--- src/rtl/fwd_operand_unit.sv ---
// Operand forwarding and ID->EX register for a 5-stage RISC-V pipeline.
// Resolves EX/MEM, MEM/WB and one-deep writeback history bypasses, stalls on load-use.
module fwd_operand_unit #(
   parameter int DATA_W = 32,
   parameter int ADDR_W = 5,
   parameter int CNT_W  = 16
) (
   input  logic              clk,
   input  logic              reset_n,
   input  logic              id_valid,
   input  logic [ADDR_W-1:0] id_rs1,
   input  logic [ADDR_W-1:0] id_rs2,
   input  logic [DATA_W-1:0] id_rf1,
   input  logic [DATA_W-1:0] id_rf2,
   input  logic              exmem_wr_en,
   input  logic              exmem_is_load,
   input  logic [ADDR_W-1:0] exmem_rd,
   input  logic [DATA_W-1:0] exmem_alu,
   input  logic              memwb_wr_en,
   input  logic [ADDR_W-1:0] memwb_rd,
   input  logic [DATA_W-1:0] memwb_data,
   input  logic              ex_ready,
   output logic              ex_valid,
   output logic [DATA_W-1:0] ex_op1,
   output logic [DATA_W-1:0] ex_op2,
   output logic [1:0]        ex_sel1,
   output logic [1:0]        ex_sel2,
   output logic              id_stall,
   output logic [CNT_W-1:0]  stall_cnt
);

   typedef enum logic {EMPTY = 1'b0, FULL = 1'b1} state_e;

   localparam logic [1:0] SEL_RF = 2'b00;
   localparam logic [1:0] SEL_EX = 2'b01;
   localparam logic [1:0] SEL_WB = 2'b10;
   localparam logic [1:0] SEL_HI = 2'b11;
   localparam logic [CNT_W-1:0] CNT_MAX = '1;
   localparam logic [CNT_W-1:0] CNT_ONE = CNT_W'(1);

   state_e              state_q, state_d;
   logic                hist_valid_q, hist_valid_d;
   logic [ADDR_W-1:0]   hist_rd_q, hist_rd_d;
   logic [DATA_W-1:0]   hist_data_q, hist_data_d;
   logic [DATA_W-1:0]   op1_q, op1_d, op2_q, op2_d;
   logic [1:0]          sel1_q, sel1_d, sel2_q, sel2_d;
   logic [CNT_W-1:0]    cnt_q, cnt_d;

   logic                ex1, wb1, hi1, ex2, wb2, hi2;
   logic [DATA_W-1:0]   fwd1, fwd2;
   logic [1:0]          fsel1, fsel2;
   logic                load_use, bp_hold, accept;

   always_comb begin
      ex1 = exmem_wr_en && (exmem_rd == id_rs1) && (id_rs1 != '0);
      wb1 = memwb_wr_en && (memwb_rd == id_rs1) && (id_rs1 != '0);
      hi1 = hist_valid_q && (hist_rd_q == id_rs1) && (id_rs1 != '0);
      ex2 = exmem_wr_en && (exmem_rd == id_rs2) && (id_rs2 != '0);
      wb2 = memwb_wr_en && (memwb_rd == id_rs2) && (id_rs2 != '0);
      hi2 = hist_valid_q && (hist_rd_q == id_rs2) && (id_rs2 != '0);
   end

   // Fixed priority: youngest producer wins.
   always_comb begin
      fsel1 = SEL_RF;
      fwd1  = id_rf1;
      if (ex1) begin
         fsel1 = SEL_EX;
         fwd1  = exmem_alu;
      end else if (wb1) begin
         fsel1 = SEL_WB;
         fwd1  = memwb_data;
      end else if (hi1) begin
         fsel1 = SEL_HI;
         fwd1  = hist_data_q;
      end
   end

   always_comb begin
      fsel2 = SEL_RF;
      fwd2  = id_rf2;
      if (ex2) begin
         fsel2 = SEL_EX;
         fwd2  = exmem_alu;
      end else if (wb2) begin
         fsel2 = SEL_WB;
         fwd2  = memwb_data;
      end else if (hi2) begin
         fsel2 = SEL_HI;
         fwd2  = hist_data_q;
      end
   end

   always_comb begin
      load_use = id_valid && exmem_is_load && (ex1 || ex2);
      bp_hold  = ex_valid && !ex_ready && id_valid;
      id_stall = load_use || bp_hold;
      accept   = id_valid && !id_stall && (!ex_valid || ex_ready);
   end

   always_ff @(posedge clk or negedge reset_n) begin
      if (!reset_n) state_q <= EMPTY;
      else          state_q <= state_d;
   end

   always_comb begin
      state_d = state_q;
      unique case (state_q)
         EMPTY: if (accept) state_d = FULL;
         FULL: begin
            if (accept)        state_d = FULL;
            else if (ex_ready) state_d = EMPTY;
         end
         default: state_d = EMPTY;
      endcase
   end

   always_comb begin
      ex_valid = (state_q == FULL);
   end

   always_comb begin
      op1_d        = accept ? fwd1 : op1_q;
      op2_d        = accept ? fwd2 : op2_q;
      sel1_d       = accept ? fsel1 : sel1_q;
      sel2_d       = accept ? fsel2 : sel2_q;
      hist_valid_d = memwb_wr_en;
      hist_rd_d    = memwb_wr_en ? memwb_rd : hist_rd_q;
      hist_data_d  = memwb_wr_en ? memwb_data : hist_data_q;
      cnt_d        = cnt_q;
      if (load_use && (cnt_q != CNT_MAX)) cnt_d = cnt_q + CNT_ONE;
   end

   always_ff @(posedge clk or negedge reset_n) begin
      if (!reset_n) begin
         op1_q        <= '0;
         op2_q        <= '0;
         sel1_q       <= SEL_RF;
         sel2_q       <= SEL_RF;
         hist_valid_q <= 1'b0;
         hist_rd_q    <= '0;
         hist_data_q  <= '0;
         cnt_q        <= '0;
      end else begin
         op1_q        <= op1_d;
         op2_q        <= op2_d;
         sel1_q       <= sel1_d;
         sel2_q       <= sel2_d;
         hist_valid_q <= hist_valid_d;
         hist_rd_q    <= hist_rd_d;
         hist_data_q  <= hist_data_d;
         cnt_q        <= cnt_d;
      end
   end

   assign ex_op1    = op1_q;
   assign ex_op2    = op2_q;
   assign ex_sel1   = sel1_q;
   assign ex_sel2   = sel2_q;
   assign stall_cnt = cnt_q;

endmodule

--- config.mk ---
export PLATFORM = sky130hd
export DESIGN_NAME = fwd_operand_unit
export DESIGN_NICKNAME = d
export VERILOG_FILES = /design/src/rtl/fwd_operand_unit.sv
export SDC_FILE = /design/constraint.sdc
export NUM_CORES = 1
export LEC_CHECK = 0
export CAP_MARGIN = 40
export CORE_ASPECT_RATIO = 1.2
export CORE_MARGIN = 2
export CORE_UTILIZATION = 26
export CTS_CLUSTER_DIAMETER = 150
export CTS_CLUSTER_SIZE = 14
export DETAILED_ROUTE_END_ITERATION = 12
export GPL_TIMING_DRIVEN = 1
export PLACE_DENSITY_LB_ADDON = 0.12
export SYNTH_ARGS = -nofsm -noshare
export SYNTH_HDL_FRONTEND = slang
export SYNTH_SLANG_ARGS = --single-unit
--- constraint.sdc ---
create_clock -name clk -period 2.4 [get_ports clk]
set_input_delay 0.24 -clock clk [delete_from_list [all_inputs] [get_ports clk]]
set_output_delay 0.24 -clock clk [all_outputs]
set_load 0.01 [all_outputs]
==> results of run 1 <==
## sequential cells by signal, summed over array words and instances (netlist names)
signal / cells
ex_valid: 1
ex_sel1: 2
ex_sel2: 2
ex_op2: 32
hist_data_q: 32
hist_rd_q: 5
ex_op1: 32
hist_valid_q: 1
stall_cnt: 16
## cells by family (layout without fill, tap and decap cells)
family	Yosys count	count (layout)	synth area share, %
AO/OA/AOI/OAI	272	272	27.0
XOR/XNOR	43	43	4.93
adder cells (fa/ha/maj)	1	1	0.164
buffers and inverters	85	340	8.86
flip-flops	123	123	40.3
multiplexers	43	43	6.32
AND/OR/NAND/NOR	219	219	12.4
## layout make-up
class | instances | area (sq um) | share of cell area, %
Multi-Input combinational cell | 578 | 3980 | 35.3
Inverter | 2 | 7.51 | 0.0666
Clock buffer | 20 | 467 | 4.14
Tap cell | 385 | 482 | 4.27
Clock inverter | 12 | 161 | 1.43
Sequential cell | 123 | 3080 | 27.3
Timing Repair Buffer | 306 | 3100 | 27.5
## per-stage QoR
| stage | cells | hold WS (ns) | TNS, ns |
|---|---|---|---|
| after floorplan | 786 | -0.0556 | 0 |
| after global placement | 1392 | 0.222 | -26.61 |
| after detailed placement | 1392 | 0.219 | -26.81 |
| after CTS | 1426 | 0.235 | 0 |
| after global routing | 1426 | 0.253 | -0.00165 |
| final | 1426 | 0.253 | 0 |
## cell usage in the layout, fill, tap and decap left out, drive strengths merged, types with 11 or more instances in the layout
master         synthesis  routed
a221o                 64      64
clkbuf                39      20
dfrtp                123     123
a31oi                 66      66
a21oi                 66      66
nand2                105     105
buf                   40      67
xnor2                 36      36
o211ai                67      67
nor2                  75      75
mux2                  42      42
clkdlybuf4s50          0     236
nand4                 11      11
## repair_timing
item / 4_1_cts / 5_1_grt
pin swaps: 1 / 2
endpoints found under the hold margin: 42 / 0
endpoints found under the setup margin: 1 / 2
hold buffers: 1 / 0
setup buffers: 1 / 0
gates resized for setup: 4 / 0
## cells in the mapped netlist (2+ instances only)
master	n
sky130_fd_sc_hd__xor2_1	7
sky130_fd_sc_hd__o2111ai_1	3
sky130_fd_sc_hd__nand2_1	105
sky130_fd_sc_hd__nor3_2	2
sky130_fd_sc_hd__or4_4	4
sky130_fd_sc_hd__a221o_2	4
sky130_fd_sc_hd__xnor2_1	36
sky130_fd_sc_hd__a221o_1	60
sky130_fd_sc_hd__nor2_1	73
sky130_fd_sc_hd__nand3_1	6
sky130_fd_sc_hd__dlygate4sd1_1	2
sky130_fd_sc_hd__and2_1	4
sky130_fd_sc_hd__dfrtp_1	123
sky130_fd_sc_hd__or2_2	2
sky130_fd_sc_hd__nand4_1	11
sky130_fd_sc_hd__clkbuf_1	27
sky130_fd_sc_hd__buf_12	2
sky130_fd_sc_hd__mux2_2	42
sky130_fd_sc_hd__buf_6	10
sky130_fd_sc_hd__clkbuf_8	10
sky130_fd_sc_hd__o211ai_1	47
sky130_fd_sc_hd__inv_1	2
sky130_fd_sc_hd__o21ai_0	2
sky130_fd_sc_hd__nor3_1	3
sky130_fd_sc_hd__a31oi_1	66
sky130_fd_sc_hd__and3_1	3
sky130_fd_sc_hd__buf_4	9
sky130_fd_sc_hd__buf_2	15
sky130_fd_sc_hd__a21oi_1	66
sky130_fd_sc_hd__o211ai_2	20
sky130_fd_sc_hd__buf_8	4
## critical path, cell delays in order
cell,delay (ns)
sky130_fd_sc_hd__clkdlybuf4s50_1,0.50
sky130_fd_sc_hd__or4_4,0.55
sky130_fd_sc_hd__nor2_4,0.18
sky130_fd_sc_hd__nor3_4,0.09
sky130_fd_sc_hd__o21ai_4,0.16
sky130_fd_sc_hd__a21boi_1,0.10
sky130_fd_sc_hd__clkdlybuf4s15_1,0.26
## where the power goes
part | internal [mW] | switching [mW] | total (mW) | leakage (nW)
Clock | 1.73 | 1.06 | 2.79 | 0.300
Combinational | 1.02 | 0.874 | 1.89 | 2.56
Sequential | 2.34 | 0.180 | 2.52 | 1.43
## path summary, 6_finish.rpt
| check | slack, ns | end | startpoint | cells after the start |
|---|---|---|---|---|
| hold reg to reg | 0.50 | stall_cnt[10] | stall_cnt[10] | 1 |
| max in group asynchronous | 1.37 | ex_op1[16] | reset_n | 3 |
| hold / removal | 0.25 | hist_valid_q | memwb_wr_en | 2 |
| setup reg to reg | 0.16 | ex_op1[25] | hist_rd_q[3] | 7 |
| setup / recovery | 0.08 | id_stall | id_rs1[2] | 7 |
| min in group asynchronous | 0.33 | stall_cnt[4] | reset_n | 2 |
## routing by layer
layer | wire length [um] | vias to the layer above
met5 | 0 | -
met4 | 805 | 0
met3 | 2110 | 54
met2 | 15400 | 280
met1 | 13000 | 3609
li1 | - | 3440
==> results.txt, run 1 <==
- STA classifies the critical path startpoint as a primary input.
* Diodes inserted: 0
* H-tree Lvls: 4
- Result of the run: complete, no violations
- TritonRoute pass-1 iters: 5
- Summed over all cells, the static leakage comes to ~4.3 nW.
- Post-synth top area cell: sky130_fd_sc_hd__dfrtp_1
- Yosys attributes the largest share of cell area to sky130_fd_sc_hd__dfrtp_1, sky130_fd_sc_hd__a221o_1, sky130_fd_sc_hd__mux2_2.
* Number of instances in the synthesized netlist: 786
- DRC Markers: 0
* GR Util met2: 35.0%
* Area post-placement: 10600 sq um
- For the worst setup path, the data arrival time is 2.08 ns.
* Worst Path Required: roughly 2.2 ns
- Across the run, the number of max-cap violations was 0.
- At the end of routability-driven placement, the weighted congestion stood at 0.804.
- Initial antenna violation count: 0
- TritonCTS built the clock tree.
- Post-synthesis to final-layout area growth: 47.5%
- Register bit total from synthesis: 123
* Total of endpoints with negative setup slack in the final report: 0
- Share of cells above drive strength 1: 18.0%
* Max-Slew Margin vs Limit: about 67%
- Layout net count: 1184
- For met3 alone, demand over resource in global routing was under 10%.
- After detailed routing, the average wire length per cell comes to 22.0 um.
- The number of pins with negative max-slew slack in the final report is 0.
- For this run, global-route usage on met1 was measured as 25.1%.
* GR peak layer: met2
- Via count of the first global-routing pass: 7750
* Clock Latency Late Sink: 0.42 ns
* Critical path fanouts, max: 4
- Entering global routing, the biggest net connects 66 pins.
- Mean area per synthesized cell: 9.72 sq um
- After clock tree synthesis, the clock-pin slew on the worst setup and hold paths is 0.06 ns.
- Overall power consumption: 7.21 mW
* Share of the cycle needed by the critical path after routing: roughly 96%
* Count of boundary I/O pins: 241
* Count of clock tree sinks: 123
- The first global-routing pass estimated 47400 um of wire.
- Number of hold-slack violations in the final timing report: 0
- In this run the worst hold path is classified as in -> reg.
- Post-synth EDFFs: 0
- The total area inside the core boundary comes to between 20000 and 30000 sq um.
- Synthesized cell area: 7640 sq um
- Worst slack at placement: -0.397 ns
- Clock buffer count from CTS: 17
- Yosys printed 0 warnings.
* Final WL: 31300 um
- In this run the clock root is driven by a sky130_fd_sc_hd__clkbuf_16.
- Share of the yosys chip area belonging to registers: between 40% and 50%
- Measured along the x axis, the die boundary spans 160 um.
- After legalization and detailed placement, the total HPWL measured 22000 um.
- Least setup slack across all paths after layout: around 0.085 ns
- Share of Yosys cell area claimed by the top area cell type: 40.3%
- Synth Flop Type: sky130_fd_sc_hd__dfrtp_1
- Count of different cell masters after synthesis: 47
- DRT antenna net count: 0
- Initial core utilization: 26.5%
- The routed layout has 7383 vias.
* Drt initial violations: about 420
* Total power density per cell area: approximately 640 nW/um^2
* Post-route minimum period: approximately 2.3 ns
- VDD sags by at most 0.406 mV.
* Type of the setup path with the least slack: in -> out
- Filler cell count in the final layout: ~2900
- For the pin with the worst max-slew slack, the measured transition is 0.497 ns.
* Worst Skew: 0.0101 ns
* Chip Height: 192 um
- The initialized floorplan defines 68 standard-cell rows.
* Unrepaired setup endpoints after global routing: yes
- PortBufs: 240
* Aggregate global-route resource usage: around 20%
* Asr flop ratio synth: 100%
- FMAX: 0.432 GHz
- The floorplan step defined a die boundary enclosing between 30000 and 40000 sq um.
* Vias per inst: slightly above 5
- Summing all non-filler instances in the final layout gives an area of about 11000 sq um.
- Final core occ: between 30% and 40%
- The number of nets handed over by synthesis was 942.
* Critical Path End Type: output pin
- Overflow left after global routing: 0
* Buffer levels on the longest clock path: 2
No activity file was read; power rests on OpenSTA's default activity.
==> run 2: changes to the inputs <==
--- a/config.mk
+++ b/config.mk
@@ -8,7 +8,7 @@
 export CAP_MARGIN = 40
 export CORE_ASPECT_RATIO = 1.2
 export CORE_MARGIN = 2
-export CORE_UTILIZATION = 26
+export CORE_UTILIZATION = 47
 export CTS_CLUSTER_DIAMETER = 150
 export CTS_CLUSTER_SIZE = 14
 export DETAILED_ROUTE_END_ITERATION = 12
==> run 2 against run 1 <==
Clock power down 8.2%. Hold slack better by 0.14 ns. Critical endpoint unchanged. Register-to-register slack better by 0.05 ns. Wire length down 15%. Flip-flop and latch count is the same. Non-clock buffer count is 2 higher. Core utilization grew 29 points. Combinational power is 2% lower. First-iteration DRC count is 9.6% higher. Highest routed layer unchanged.
==> results.txt, run 2 (synthesized netlist as in run 1, its figures left out) <==
* Area post-placement: 10400 sq um (-2.4%)
- Overflow left after global routing: 0 (unchanged)
* Global-route wire length before repair: 41300 um (-13%)
- Filler cell count in the final layout: 1307 (-55%)
* Buffer levels on the longest clock path: 2 (unchanged)
- Vias per inst: 5.96 (+15%)
- STA classifies the critical path startpoint as a primary input.
- Share of the cycle needed by the critical path after routing: 95.2% (-1.3 points)
* Most frequent cells in the layout: sky130_fd_sc_hd__clkdlybuf4s50_1, sky130_fd_sc_hd__dfrtp_1, sky130_fd_sc_hd__nand2_1
* Post-route minimum period: 2.28 ns (-0.0304 ns)
- Post-DP HPWL: 18400 um (-16%)
- Routability congestion estimate: 0.874 (+8.7%)
- Setup repair after global routing left no endpoint under its margin.
- The via count of the first global-routing pass was 7707 (-0.55%).
* Diodes inserted: 0 (unchanged)
- Core Box Area: 16100 sq um (-44%)
- The number of antenna-violating nets in the routed design came to 0 (unchanged).
- The tree is rooted in a sky130_fd_sc_hd__clkbuf_16.
- Number of hold-slack violations in the final timing report: 0 (unchanged)
* Finished Cell Area: 11000 sq um (-2.5%)
- The setup path with the least slack is of type in -> out.
- The total number of vias is 7478 (+1.3%).
* Post-synthesis to final-layout area growth: 43.8%
- The worst setup path is captured at an output pin.
* TritonRoute pass-1 iters: 6 (+1)
* Critical path fanouts, max: 4 (unchanged)
* Count of clock tree sinks: 123 (unchanged)
* Worst Path Required: 2.16 ns (about the same)
- The worst-margin pin slew was 0.816 ns (+0.319 ns).
- The chip width was 120 um (-25%).
- Worst endpoint data arrival time: 2.04 ns (-0.04 ns)
- The largest clock skew in the final design came to 0.00860 ns (-0.00152 ns).
- The fraction of the core area covered by cells at the end of the flow was 68.3% (+29 points).
* Number of maximum-capacitance violations: 0 (unchanged)
- Least setup slack across all paths after layout: 0.115 ns (+0.0304 ns)
* Initial antenna violation count: 0 (unchanged)
* Number of pins exceeding their max-slew limit in the final report: 0 (unchanged)
- The maximum ir drop on the vdd rail came to 0.483 mV (+19%).
- Total of endpoints with negative setup slack in the final report: 0 (unchanged)
* Layout net count: 1186 (+0.17%)
- The worst hold path belongs to the class in -> reg.
- The count of input and output buffers was 240 (unchanged).
* Count of boundary I/O pins: 241 (unchanged)
- TritonCTS clock tree: done
- The TritonCTS buffer count came to 17 (unchanged).
- The average wire per standard cell was 21.2 um (-3.6%).
- Cell row count: 51 (-25%)
- Worst slack at placement: -0.210 ns (+0.188 ns)
* Total power density per cell area: 631 nW/um^2 (-1.3%)
- The number of design-rule violations left by the first detailed-router iteration is 458 (+9.6%).
- The CTS clock-pin slew for the worst setup and hold paths was 0.05 ns (about the same).
- Static leakage: 4.27 nW (-0.49%)
- The slowest stage of the critical path belongs to the cell sky130_fd_sc_hd__or4_4.
* FF+latch area: 3080 sq um (about the same)
- Initial core utilization: 47.5% (+21 points)
- Aggregate global-route resource usage: 30.9% (+11 points)
- The combined area of the multi-input logic cells was 3980 sq um (about the same).
- The library cell used most frequently in the layout, excluding fill and tap cells, is sky130_fd_sc_hd__clkdlybuf4s50_1.
- The final wirelength came to 26600 um (-15%).
* Maximum single-stage delay on the critical path: 0.56 ns (about the same)
- The maximum clock rate was 0.438 GHz (+1.3%).
- H-tree Lvls: 4 (unchanged)
- The clock latency of the later-clocked register in the worst-skew pair came to 0.42 ns (about the same).
- Chip Height: 144 um (-25%)
- The DRC violation count after routing came to 0 (unchanged).
* Cell breakdown of the critical path: clkdlybuf4s50_1 > or4_4 > nor2_4 > nor3_4 > o21ai_4 > a21boi_0 > dlygate4sd2_1
- Max-Slew Margin vs Limit: 45.6% (-21 points)
* Share of cells above drive strength 1: 17.8% (-0.13 points)
- Result of the run: complete, no violations
- The pin count of the biggest net entering global routing came to 66 (unchanged).
- DIE AREA: 17300 sq um (-44%)
## run 2: cell types whose count changed in the layout (fill, tap and decap cells not counted), sizes merged
cell and change:
clkinvlp +1, buf +2, dlygate4sd2 +1, clkdlybuf4s15 -1
bufinv -1, inv -3, clkinv +2, clkbuf +1
## run 2: stage by stage
step	cells	power, mW	setup TNS, ns	hold WS, ns
finish	1255	6.93	0	0.392
global route	1255	7.21	0	0.395
CTS	1255	6.96	0	0.378
detailed placement	1220	4.40	-13.18	0.388
global placement	1219	4.36	-11.98	0.380
floorplan	786	3.38	0	-0.0556
## run 2: what timing repair did
action / CTS / global route
setup endpoints to repair: 1 / 1
endpoints found under the hold margin: 55 / 0
setup buffers: 2 / 0
pin swaps: 3 / 2
hold buffers: 1 / 0
resized for setup: 3 / 0
## run 2: final timing paths
kind / startpoint / endpoint / depth (start not counted) / slack [ns]
min in group asynchronous: reset_n / ex_op1[5] / 2 / 0.45
min: memwb_wr_en / hist_valid_q / 2 / 0.39
max reg2reg: hist_rd_q[1] / ex_op1[28] / 6 / 0.21
max: id_rs2[2] / id_stall / 7 / 0.12
min reg2reg: hist_data_q[18] / hist_data_q[18] / 1 / 0.50
max in group asynchronous: reset_n / ex_op2[23] / 3 / 1.20
## run 2: final cells by class
type                            instances  share of cell area (%)
Multi-Input combinational cell        578                    36.2
Sequential cell                       123                    28.0
Timing Repair Buffer                  308                    27.9
Clock buffer                           21                    4.28
Tap cell                              212                    2.41
Clock inverter                         11                    1.08
Inverter                                2                  0.0683
## run 2: metal layers
layer / GRT usage [%] / up-vias / part of all wire [%]
met5: 0 / - / 0
met4: 17.0 / 0 / 4.1
met3: 7.30 / 75 / 8.3
met2: 53.0 / 389 / 51
met1: 35.7 / 3577 / 37
li1: - / 3437 / -
## run 2: critical path: cells and delay by family
kind | cells | cell delay [ns]
simple gates | 3 | 0.80
buf+inv | 2 | 0.74
compound gates | 2 | 0.26
## run 2: where the power goes
| part | switching [mW] | leakage, nW | internal (mW) |
|---|---|---|---|
| Combinational | 0.838 | 2.56 | 1.01 |
| Clock | 0.958 | 0.281 | 1.60 |
| Sequential | 0.178 | 1.43 | 2.34 |
==> run 3: changes to the inputs <==
==> constraint.sdc (replaced) <==
create_clock -name clk -period 2.5 [get_ports clk]
set_input_delay 0.25 -clock clk [delete_from_list [all_inputs] [get_ports clk]]
set_output_delay 0.25 -clock clk [all_outputs]
set_load 0.01 [all_outputs]
==> run 3 against run 2 <==
Total power down 2.9%. Final cell count down 1.3%. First-iteration DRC count up 14%. Sequential share of layout area up 0.093 points. Critical endpoint unchanged. Die area unchanged. Sequential power down 4%. Critical path depth unchanged. Critical path type unchanged. Wire length down 2.3%. Count of clock-buffer cells in the layout up 1. Hold slack worse by 0.071 ns. Largest power group unchanged. Non-clock buffer count down 13. Register-to-register slack better by 0.03 ns.
==> results.txt, run 3 (synthesized netlist as in run 1, its figures left out) <==
- The run finished with clean final reports.
- The total power after layout is 6.73 mW (-2.9%).
- The ratio of routed vias to standard cells was 6.01 (+0.84%).
- The CTS clock-pin slew for the worst setup and hold paths came to 0.05 ns (about the same).
- Drt initial violations: 524 (+14%)
* Worst setup path start: id_rs1[0]
* Clock buffer count from CTS: 17 (unchanged)
- Die boundary width: 120 um (unchanged)
- The number of antenna-violating nets in the routed design was 0 (unchanged).
* Number of maximum-capacitance violations: 0 (unchanged)
- The number of sinks on the clock net was 123 (unchanged).
- H-tree Lvls: 4 (unchanged)
- The area of the die was 17300 sq um (unchanged).
* Vias post-DR: 7445 (-0.44%)
- FF+latch area: 3080 sq um (unchanged)
* Cell breakdown of the critical path: clkdlybuf4s50_1 > or4_4 > nor2_4 > nor3_4 > o21ai_4 > a21boi_0 > dlygate4sd2_1
- Worst slack at placement: -0.162 ns (+0.0476 ns)
- Worst endpoint data arrival time: 2.05 ns (about the same)
- Number of hold-slack violations in the final timing report: 0 (unchanged)
* Count of boundary I/O pins: 241 (unchanged)
- The post-route worst setup slack came to 0.200 ns (+0.0845 ns).
* DRC Markers: 0 (unchanged)
- The library cell used most frequently in the layout, excluding fill and tap cells, is sky130_fd_sc_hd__clkdlybuf4s50_1.
- Overflow left after global routing: 0 (unchanged)
* Layout net count: 1173 (-1.1%)
- The worst reg2reg path depth is 7 (+1).
- The longest individual stage delay on the worst path came to 0.58 ns (+0.02 ns).
- The clock latency of the later-clocked register in the worst-skew pair came to 0.41 ns (about the same).
* Initial antenna violation count: 0 (unchanged)
- The placer's final routability congestion estimate is 0.860 (-1.6%).
- Proportion of power drawn by combinational gates: 26.2% (-0.5 points)
- Class of the most critical hold timing path: in -> async
- Critical Path End Type: output pin
* PortBufs: 240 (unchanged)
* FMAX: ~0.43 GHz
- The maximum net fanout on the critical path was 4 (unchanged).
- The worst-margin pin slew is 0.568 ns (-0.248 ns).
- Total of endpoints with negative setup slack in the final report: 0 (unchanged)
- The pin count of the biggest net entering global routing came to 66 (unchanged).
- The cell area reported after detailed placement is 10300 sq um (-0.43%).
- Post-DP HPWL: 18000 um (-2.3%)
- Max-Slew Margin vs Limit: 62.1% (+17 points)
* Final sum of negative setup slack: 0 ns (unchanged)
- Finished Cell Area: 11000 sq um (-0.33%)
- Post-route minimum period: 2.30 ns
* Number of pins exceeding their max-slew limit in the final report: 0 (unchanged)
- CTS Root Cell: sky130_fd_sc_hd__clkbuf_16
- Of the available clock period, the critical path in the final layout requires 92.0%.
- TritonRoute pass-1 iters: 7 (+1)
* Startpoint types: primary input
- R2R Setup Slk: 0.24 ns (+0.03 ns)
- Type of the setup path with the least slack: in -> out
- TritonCTS built the clock tree.
- Worst Skew: 0.00614 ns (-0.00246 ns)
- Diodes inserted: 0 (unchanged)
- The placeable core region was 16100 sq um (unchanged).
* Post-synthesis to final-layout area growth: 43.4%
- The static leakage was 4.26 nW (-0.44%).
* Sw Share: 27.3% (-1.2 points)
- Unrepaired setup endpoints after global routing: no
- Most frequent cells in the layout: sky130_fd_sc_hd__clkdlybuf4s50_1, sky130_fd_sc_hd__dfrtp_1, sky130_fd_sc_hd__nand2_1
* Wirelength per Cell: 21.0 um (-0.99%)
- Area of the multi-input gates: 3980 sq um (unchanged)
- The startpoint identified for the worst register-to-register timing path is hist_rd_q[0].
- Global-route wire length before repair: 40600 um (-1.5%)
* Final WL: 26000 um (-2.3%)
* Filler cell count in the final layout: 1341 (+2.6%)
* Aggregate global-route resource usage: 30.3% (-0.67 points)
- The share of post-route cells with drive strength above 1 was 16.7% (-1.2 points).
- Slowest stage cell on the critical path: sky130_fd_sc_hd__or4_4
- The proportion of power drawn by the clock network came to 37.9% (+1.0 points).
* Register share of total power: 35.9% (-0.5 points)
- The power per standard cell area came to 615 nW/um^2 (-2.6%).
* Sw power: 1.84 mW (-6.8%)
* Reg-to-reg endpoint: ex_op2[22]
- IR Drop Worst-Case VDD: 0.406 mV (-16%)
- Internal portion of total power: 4.90 mW (-1.3%)
- The floorplan die height is 144 um (unchanged).
- Buffer levels on the longest clock path: 2 (unchanged)
- The starting density of the core was 47.5% (unchanged).
- Worst Path Required: 2.25 ns (+0.09 ns)
* Cell row count: 51 (unchanged)
- The via count of the first global-routing pass is 7597 (-1.4%).
==> run 3: cell types whose count changed in the layout (fill, tap and decap cells not counted), sizes merged, moves of 2 or more <==
cell           previous run  this run
clkdlybuf4s50           236       234
buf                      69        56
clkinvlp                  4         0
dlygate4sd2               2         4
==> run 3: layout make-up <==
| class | instances | share of cell area, % |
|---|---|---|
| inverter | 2 | 0.0685 |
| clock inverter | 7 | 1.04 |
| clock buffer | 22 | 4.51 |
| multi-input combinational | 578 | 36.3 |
| sequential | 123 | 28.1 |
| tap | 212 | 2.42 |
| timing repair buffer | 295 | 27.5 |
==> run 3: metrics by stage <==
stage               instances  utilization, %  hold slack [ns]
floorplan                 786               -          -0.0456
global placement         1207            64.0            0.216
detailed placement       1208            64.2            0.219
CTS                      1239            68.1            0.329
global route             1239            68.1            0.340
finish                   1239            68.1            0.321
==> run 3: per-layer routing <==
layer  up-vias  wire length (um)  GRT usage, %
li1       3416                 -             -
met1      3553              9800          35.7
met2       406             13100          51.9
met3        70              2160          7.02
met4         0               954          14.6
met5         -                 0             0
==> run 3: worst max-delay path, delay by kind of cell <==
family,cells,cell delay (ns)
compound gates,2,0.28
buf+inv,2,0.71
simple gates,3,0.81
==> run 3: worst max path at each step <==
stage	end	cells after the start
detailed placement	ex_op2[10]	9
global placement	ex_op2[8]	9
global route	id_stall	8
CTS	id_stall	7
floorplan	ex_op1[23]	8
finish	id_stall	7
==> run 3: power by group through the flow <==
stage               clock network (mW)  logic, mW  registers, mW
global route                      2.69       1.89           2.45
finish                            2.56       1.76           2.42
CTS                               2.57       1.76           2.42
detailed placement                   0       1.76           2.45
floorplan                            0      0.731           2.51
global placement                     0       1.74           2.44
==> run 3: timing repair <==
| action | CTS | global route |
|---|---|---|
| hold buffers | 1 | 0 |
| endpoints found under the setup margin | 1 | 0 |
| endpoints found under the hold margin | 28 | 0 |
| buffers inserted | 1 | 0 |
| resized for setup | 5 | 0 |
